`config.mk`:
```
export PLATFORM = sky130hd
export DESIGN_NAME = wallace_mul_pipe_flat
export DESIGN_NICKNAME = d
export VERILOG_FILES = /design/src/rtl/wallace_mul_pipe_if.sv /design/src/rtl/wallace_mul_pipe.sv /design/src/flat_wrapper.sv
export SDC_FILE = /design/constraint.sdc
export NUM_CORES = 1
export LEC_CHECK = 0
export CORE_ASPECT_RATIO = 0.7
export CORE_UTILIZATION = 40
export DETAILED_ROUTE_END_ITERATION = 8
export PLACE_DENSITY = 0.6
export SYNTH_ARGS = -nofsm -noshare
export SYNTH_HDL_FRONTEND = slang
export SYNTH_SLANG_ARGS = --single-unit
```
`constraint.sdc`:
```
create_clock -name clk -period 9.5 [get_ports clk]
set_clock_uncertainty 0.2 [all_clocks]
set_input_delay 0.95 -clock clk [delete_from_list [all_inputs] [get_ports clk]]
set_output_delay 0.95 -clock clk [all_outputs]
set_load 0.02 [all_outputs]
```
`src/rtl/wallace_mul_pipe_if.sv`:
```
// Operand/result handshake bundle for wallace_mul_pipe.
// slave is the multiplier side, master the producer/consumer side.
interface wallace_mul_pipe_if #(
  parameter int WIDTH = 16,
  parameter int TAG_W = 4
);
  logic               in_valid;
  logic               in_ready;
  logic [WIDTH-1:0]   a;
  logic [WIDTH-1:0]   b;
  logic               signed_mode;
  logic [TAG_W-1:0]   in_tag;
  logic               out_valid;
  logic               out_ready;
  logic [2*WIDTH-1:0] product;
  logic [TAG_W-1:0]   out_tag;

  modport slave (
    input  in_valid, a, b, signed_mode,
    input  in_tag, out_ready,
    output in_ready, out_valid,
    output product, out_tag
  );

  modport master (
    output in_valid, a, b, signed_mode,
    output in_tag, out_ready,
    input  in_ready, out_valid,
    input  product, out_tag
  );
endinterface

```
`src/rtl/wallace_mul_pipe.sv`:
```
// Pipelined Wallace-tree multiplier, unsigned or Baugh-Wooley signed.
// Global stall; CSA levels spread over the internal stages.
module wallace_mul_pipe #(
  parameter int WIDTH       = 16,
  parameter int PIPE_STAGES = 3,
  parameter int TAG_W       = 4
) (
  input logic               clk,
  input logic               rst_n,
  wallace_mul_pipe_if.slave bus
);
  localparam int PW = 2 * WIDTH;
  localparam int NR = WIDTH + 1;

  typedef logic [NR-1:0][PW-1:0] arr_t;

  function automatic int rows_at(int lvl);
    int n;
    n = NR;
    for (int i = 0; i < lvl; i++)
      if (n > 2) n = n - n / 3;
    return n;
  endfunction

  function automatic int nlev(int n0);
    int n;
    int c;
    n = n0;
    c = 0;
    for (int i = 0; i < 64; i++)
      if (n > 2) begin
        n = n - n / 3;
        c++;
      end
    return c;
  endfunction

  localparam int NL  = nlev(NR);
  localparam int NI  = PIPE_STAGES - 2;
  localparam int NID = (NI > 0) ? NI : 1;
  localparam int LLO = (NI > 0) ? NL : 0;

  // Row WIDTH carries the Baugh-Wooley correction constant.
  function automatic arr_t ppgen(
    logic [WIDTH-1:0] x,
    logic [WIDTH-1:0] y,
    logic             sm
  );
    arr_t r;
    logic t;
    r = '0;
    for (int i = 0; i < WIDTH; i++)
      for (int j = 0; j < WIDTH; j++) begin
        t = x[j] & y[i];
        if (sm && ((i == WIDTH-1) != (j == WIDTH-1)))
          t = ~t;
        r[i][i+j] = t;
      end
    if (sm) begin
      r[WIDTH][WIDTH] = 1'b1;
      r[WIDTH][PW-1]  = 1'b1;
    end
    return r;
  endfunction

  function automatic arr_t reduce(arr_t r, int lo, int hi);
    arr_t x;
    arr_t y;
    int   n;
    int   g;
    x = r;
    for (int l = 0; l < NL; l++)
      if (l >= lo && l < hi) begin
        n = rows_at(l);
        g = n / 3;
        y = '0;
        for (int i = 0; i < NR / 3; i++)
          if (i < g) begin
            y[2*i]   = x[3*i] ^ x[3*i+1] ^ x[3*i+2];
            y[2*i+1] = ((x[3*i] & x[3*i+1]) |
                        (x[3*i] & x[3*i+2]) |
                        (x[3*i+1] & x[3*i+2])) << 1;
          end
        for (int k = 0; k < 2; k++)
          if (k < n % 3) y[2*g+k] = x[3*g+k];
        x = y;
      end
    return x;
  endfunction

  function automatic logic [PW-1:0] finish(arr_t r, int lo);
    arr_t x;
    x = reduce(r, lo, NL);
    return x[0] + x[1];
  endfunction

  logic             stall;
  logic             v  [PIPE_STAGES];
  logic [TAG_W-1:0] tg [PIPE_STAGES];
  logic [PW-1:0]    prod_q;

  assign stall         = v[PIPE_STAGES-1] & ~bus.out_ready;
  assign bus.in_ready  = ~stall;
  assign bus.out_valid = v[PIPE_STAGES-1];
  assign bus.out_tag   = tg[PIPE_STAGES-1];
  assign bus.product   = prod_q;

  always_ff @(posedge clk or negedge rst_n) begin
    if (!rst_n) begin
      for (int k = 0; k < PIPE_STAGES; k++) begin
        v[k]  <= 1'b0;
        tg[k] <= '0;
      end
    end else if (!stall) begin
      v[0] <= bus.in_valid;
      if (bus.in_valid) tg[0] <= bus.in_tag;
      for (int k = 1; k < PIPE_STAGES; k++) begin
        v[k] <= v[k-1];
        if (v[k-1]) tg[k] <= tg[k-1];
      end
    end
  end

  generate
    if (PIPE_STAGES == 1) begin : g_one
      logic [PW-1:0] sum;

      always_comb
        sum = finish(ppgen(bus.a, bus.b, bus.signed_mode), 0);

      always_ff @(posedge clk or negedge rst_n) begin
        if (!rst_n)
          prod_q <= '0;
        else if (!stall && bus.in_valid)
          prod_q <= sum;
      end
    end else begin : g_multi
      arr_t          rq [PIPE_STAGES-1];
      arr_t          nx [PIPE_STAGES-1];
      logic [PW-1:0] sum;

      always_comb begin
        nx[0] = ppgen(bus.a, bus.b, bus.signed_mode);
        for (int k = 1; k < PIPE_STAGES-1; k++)
          nx[k] = reduce(rq[k-1],
                         ((k-1) * NL) / NID,
                         (k * NL) / NID);
        sum = finish(rq[PIPE_STAGES-2], LLO);
      end

      // Data only moves with a valid op so bubbles leave it untouched.
      always_ff @(posedge clk or negedge rst_n) begin
        if (!rst_n) begin
          for (int k = 0; k < PIPE_STAGES-1; k++)
            rq[k] <= '0;
          prod_q <= '0;
        end else if (!stall) begin
          if (bus.in_valid) rq[0] <= nx[0];
          for (int k = 1; k < PIPE_STAGES-1; k++)
            if (v[k-1]) rq[k] <= nx[k];
          if (v[PIPE_STAGES-2]) prod_q <= sum;
        end
      end
    end
  endgenerate
endmodule

```
`src/flat_wrapper.sv`:
```
// flat-port wrapper written by rule: the top's interface ports become plain ports
module wallace_mul_pipe_flat 
#(
  parameter int WIDTH       = 16,
  parameter int PIPE_STAGES = 3,
  parameter int TAG_W       = 4
)
  (clk, rst_n, bus_in_valid, bus_a, bus_b, bus_signed_mode, bus_in_tag, bus_out_ready, bus_in_ready, bus_out_valid, bus_product, bus_out_tag);
  wallace_mul_pipe_if #(.WIDTH(WIDTH), .TAG_W(TAG_W)) bus_i ();
  input logic clk;
  input logic rst_n;
  input wire logic [$bits(bus_i.in_valid)-1:0] bus_in_valid;
  input wire logic [$bits(bus_i.a)-1:0] bus_a;
  input wire logic [$bits(bus_i.b)-1:0] bus_b;
  input wire logic [$bits(bus_i.signed_mode)-1:0] bus_signed_mode;
  input wire logic [$bits(bus_i.in_tag)-1:0] bus_in_tag;
  input wire logic [$bits(bus_i.out_ready)-1:0] bus_out_ready;
  output wire logic [$bits(bus_i.in_ready)-1:0] bus_in_ready;
  output wire logic [$bits(bus_i.out_valid)-1:0] bus_out_valid;
  output wire logic [$bits(bus_i.product)-1:0] bus_product;
  output wire logic [$bits(bus_i.out_tag)-1:0] bus_out_tag;
  assign bus_i.in_valid = bus_in_valid;
  assign bus_i.a = bus_a;
  assign bus_i.b = bus_b;
  assign bus_i.signed_mode = bus_signed_mode;
  assign bus_i.in_tag = bus_in_tag;
  assign bus_i.out_ready = bus_out_ready;
  assign bus_in_ready = bus_i.in_ready;
  assign bus_out_valid = bus_i.out_valid;
  assign bus_product = bus_i.product;
  assign bus_out_tag = bus_i.out_tag;
  wallace_mul_pipe #(.WIDTH(WIDTH), .PIPE_STAGES(PIPE_STAGES), .TAG_W(TAG_W)) u_core (.clk(clk), .rst_n(rst_n), .bus(bus_i));
endmodule
```
==> results.md <==
- CP endpoint kind: flop
- Reg-to-reg startpoint: u_core.g_multi.rq[949]
- Hold bufs inserted after CTS: 0
- H-tree levels: 2
- Layout cell share with drive strength beyond 1: 0.0802
- Worst Tran Pin Value: 1.08 ns
- Vias in the first global route: 15,100
- Largest net degree at the start of global routing: ~160
- Number of setup buffers added after CTS: 0
- DIE AREA: 0.0554 mm2
- P&R area growth vs syn: 11.2%
- Final Cycle Share: 0.443
- Count of final max-slew check failures: 0
- Final Critical Period: 4.21 ns
- Routed WL: 51,400 um
- Clock sink count: 361
- CTS clk-pin slew, worst paths: 0.07 ns
- Relative slew slack: 0.278
- Routability cong.: 0.816
- Clk buf depth: 3
- Fillers: 5,067
- Initial antenna violation count: 1
- TritonCTS Buffers: 38
- Mapped Cells: around 2,200
- Yosys reg bits: 361
- WP data arrival: 4.44 ns
- Core Region: 0.0537 mm2
- DR pass1 iterations: 5
- Average wire per standard cell: about 17 um
- Die Y: about 200 um
- Setup TNS: 0 ns
- Post-Layout Inst Area: about 0.024 mm2
- Peak supply drop: 0.000270 V
- Power, Total: around 9500 uW
- Mapped Nets: 2,569
- Total global routing overflow: 0
- Cells on worst reg2reg path: 11
- HP Class: in2async
- Placed cell area: 0.0230 mm2
- Post-CTS Resized: 0
- Vias: roughly 15,000
- Detail Route Antenna Nets: 0
- Fin nets: 2,561
- PortBufs: slightly below 80
- MaxCap Viol Count: 0
- Register area share after synthesis: 0.415
- Outcome: complete, no violations
- Vias per cell: 4.92
- Mapped Area: 0.0218 mm2
- Hold Vio Cnt, Final: 0
- Gr usage total: 0.194
- Crit Reg-Reg Endpoint: u_core.g_multi.rq[21]
- Critical Path Fanout Max: 2
- Number of synthesized flops with an enable pin: 0
- Synth cell types: 59
- Synth async-reset ratio: 1.00
- Final HPWL DP: 35,400 um
- R2R Setup Slk: 5.29 ns
- DIE WIDTH: 281 um
- Global-route wire length before repair: 84,000 um
- DRC: 0
- Max Clock Freq: 238 MHz
- Average size of a mapped cell: 9.75 um2
- Dominant synthesized flop cell: dfrtp_1
- RSZ-0062 raised after global routing: no
- CTS tree: done
- Initial Util: 0.405
- CP Launch Type: flop
- Ports: 79
- Worst EP required: around 9.7 ns
- Leakage Power: 0.0115 uW
- Row cnt: 71
- Final setup viols: 0
- Starting DRT DRC Count: 1,042
- Critical path class: reg2reg
- Power per Cell Area: 394 mW/mm2
- Clock Latency Late Sink: 0.54 ns
- Root buffer cell: clkbuf_16
- Yosys warnings: 0
worst max-delay path: stages, from the launching register on:
cell and delay [ns]:
dfrtp_1 0.40, fa_1 0.53, inv_1 0.06, fa_1 0.52, fa_1 0.53, inv_1 0.06, fa_1 0.52, inv_1 0.05
fa_1 0.48, inv_1 0.05, fa_1 0.43, mux2_2 0.26
routing by layer:
layer	GRT usage	vias up	part of all wire
li1	-	6945	-
met1	0.285	7376	0.48
met2	0.297	298	0.45
met3	0.0370	65	0.056
met4	0.0397	0	0.017
met5	0	-	0
kinds of logic after synthesis:
| family | count (synthesis) | share of synthesized area |
|---|---|---|
| flops | 361 | 0.415 |
| simple gates | 660 | 0.121 |
| mux | 65 | 0.0336 |
| xor+xnor | 47 | 0.0189 |
| fa+ha+maj | 294 | 0.238 |
| buf+inv | 450 | 0.0836 |
| compound gates | 357 | 0.0895 |
flip-flops by register name, indices dropped and copies added, names as in the netlist:
register	cells
u_core.g_multi.rq	314
u_core.bus.product	32
u_core.tg	8
u_core.bus.out_tag	4
u_core.v	2
u_core.bus.out_valid	1
synth_stat cells, types with 16 or more instances:
cell type / number / area, um2
nor2_1: 16 / 60.1
xor2_1: 36 / 315
dfrtp_1: 361 / 9030
ha_1: 93 / 1160
nand3_1: 17 / 85.1
nand2_1: 586 / 2200
fa_1: 201 / 4020
clkbuf_1: 103 / 387
inv_1: 292 / 1100
a21oi_1: 30 / 150
o21ai_0: 278 / 1390
mux2_2: 65 / 732
buf_2: 31 / 155
power breakdown:
group | leakage [uW] | total [uW] | switching, uW | internal (uW)
logic | 0.00628 | 5820 | 3220 | 2600
registers | 0.00461 | 2250 | 265 | 1980
clock network | 0.000602 | 1480 | 648 | 831
layout make-up:
class	instances	area [um2]	area share
sequential	361	9030	0.373
tap	730	913	0.0377
inverter	293	1100	0.0454
clock inverter	20	178	0.00734
timing repair buffer	109	1030	0.0424
clock buffer	50	1040	0.0428
antenna	1	2.50	0.000103
multi-input combinational	1423	10900	0.451
stage by stage:
stage | setup slack (ns) | hold WS (ns) | instances | util
after floorplan | 5.44 | 0.233 | 2234 | -
after CTS | 5.29 | 0.268 | 2986 | 0.451
final | 5.29 | 0.266 | 2987 | 0.451
after detailed placement | 4.83 | 0.252 | 2916 | 0.428
after global routing | 5.02 | 0.292 | 2987 | 0.451
after global placement | 4.96 | 0.249 | 2916 | 0.428
worst max path at each step:
stage	from	end	slack, ns	cells after the start
finish	u_core.g_multi.rq[949]	u_core.g_multi.rq[21]	5.29	11
floorplan	u_core.g_multi.rq[949]	u_core.g_multi.rq[21]	5.44	11
global route	bus_out_ready	u_core.g_multi.rq[744]	5.02	6
global placement	bus_out_ready	u_core.g_multi.rq[644]	4.96	6
CTS	u_core.g_multi.rq[949]	u_core.g_multi.rq[21]	5.29	11
detailed placement	bus_out_ready	u_core.g_multi.rq[680]	4.83	6
cell usage in the layout, fill, tap and decap left out, types with 3 or more instances in the layout:
cell and instances:
a211o_1 4, a211oi_1 3, a21oi_1 30, a22oi_1 3
a31oi_1 4, buf_4 30, clkbuf_1 8, clkbuf_16 38
clkbuf_8 4, clkdlybuf4s50_1 76, clkinv_2 12, dfrtp_1 361
fa_1 201, ha_1 93, inv_1 292, mux2_2 65
nand2_1 583, nand2b_1 3, nand3_1 17, nand4_1 9
nor2_1 16, nor3_1 9, o2111ai_1 4, o211ai_1 3
o21a_1 4, o21ai_0 278, o21ai_1 4, or4_1 4
xnor2_1 11, xor2_1 36
Power figures use the tool's default switching activity.
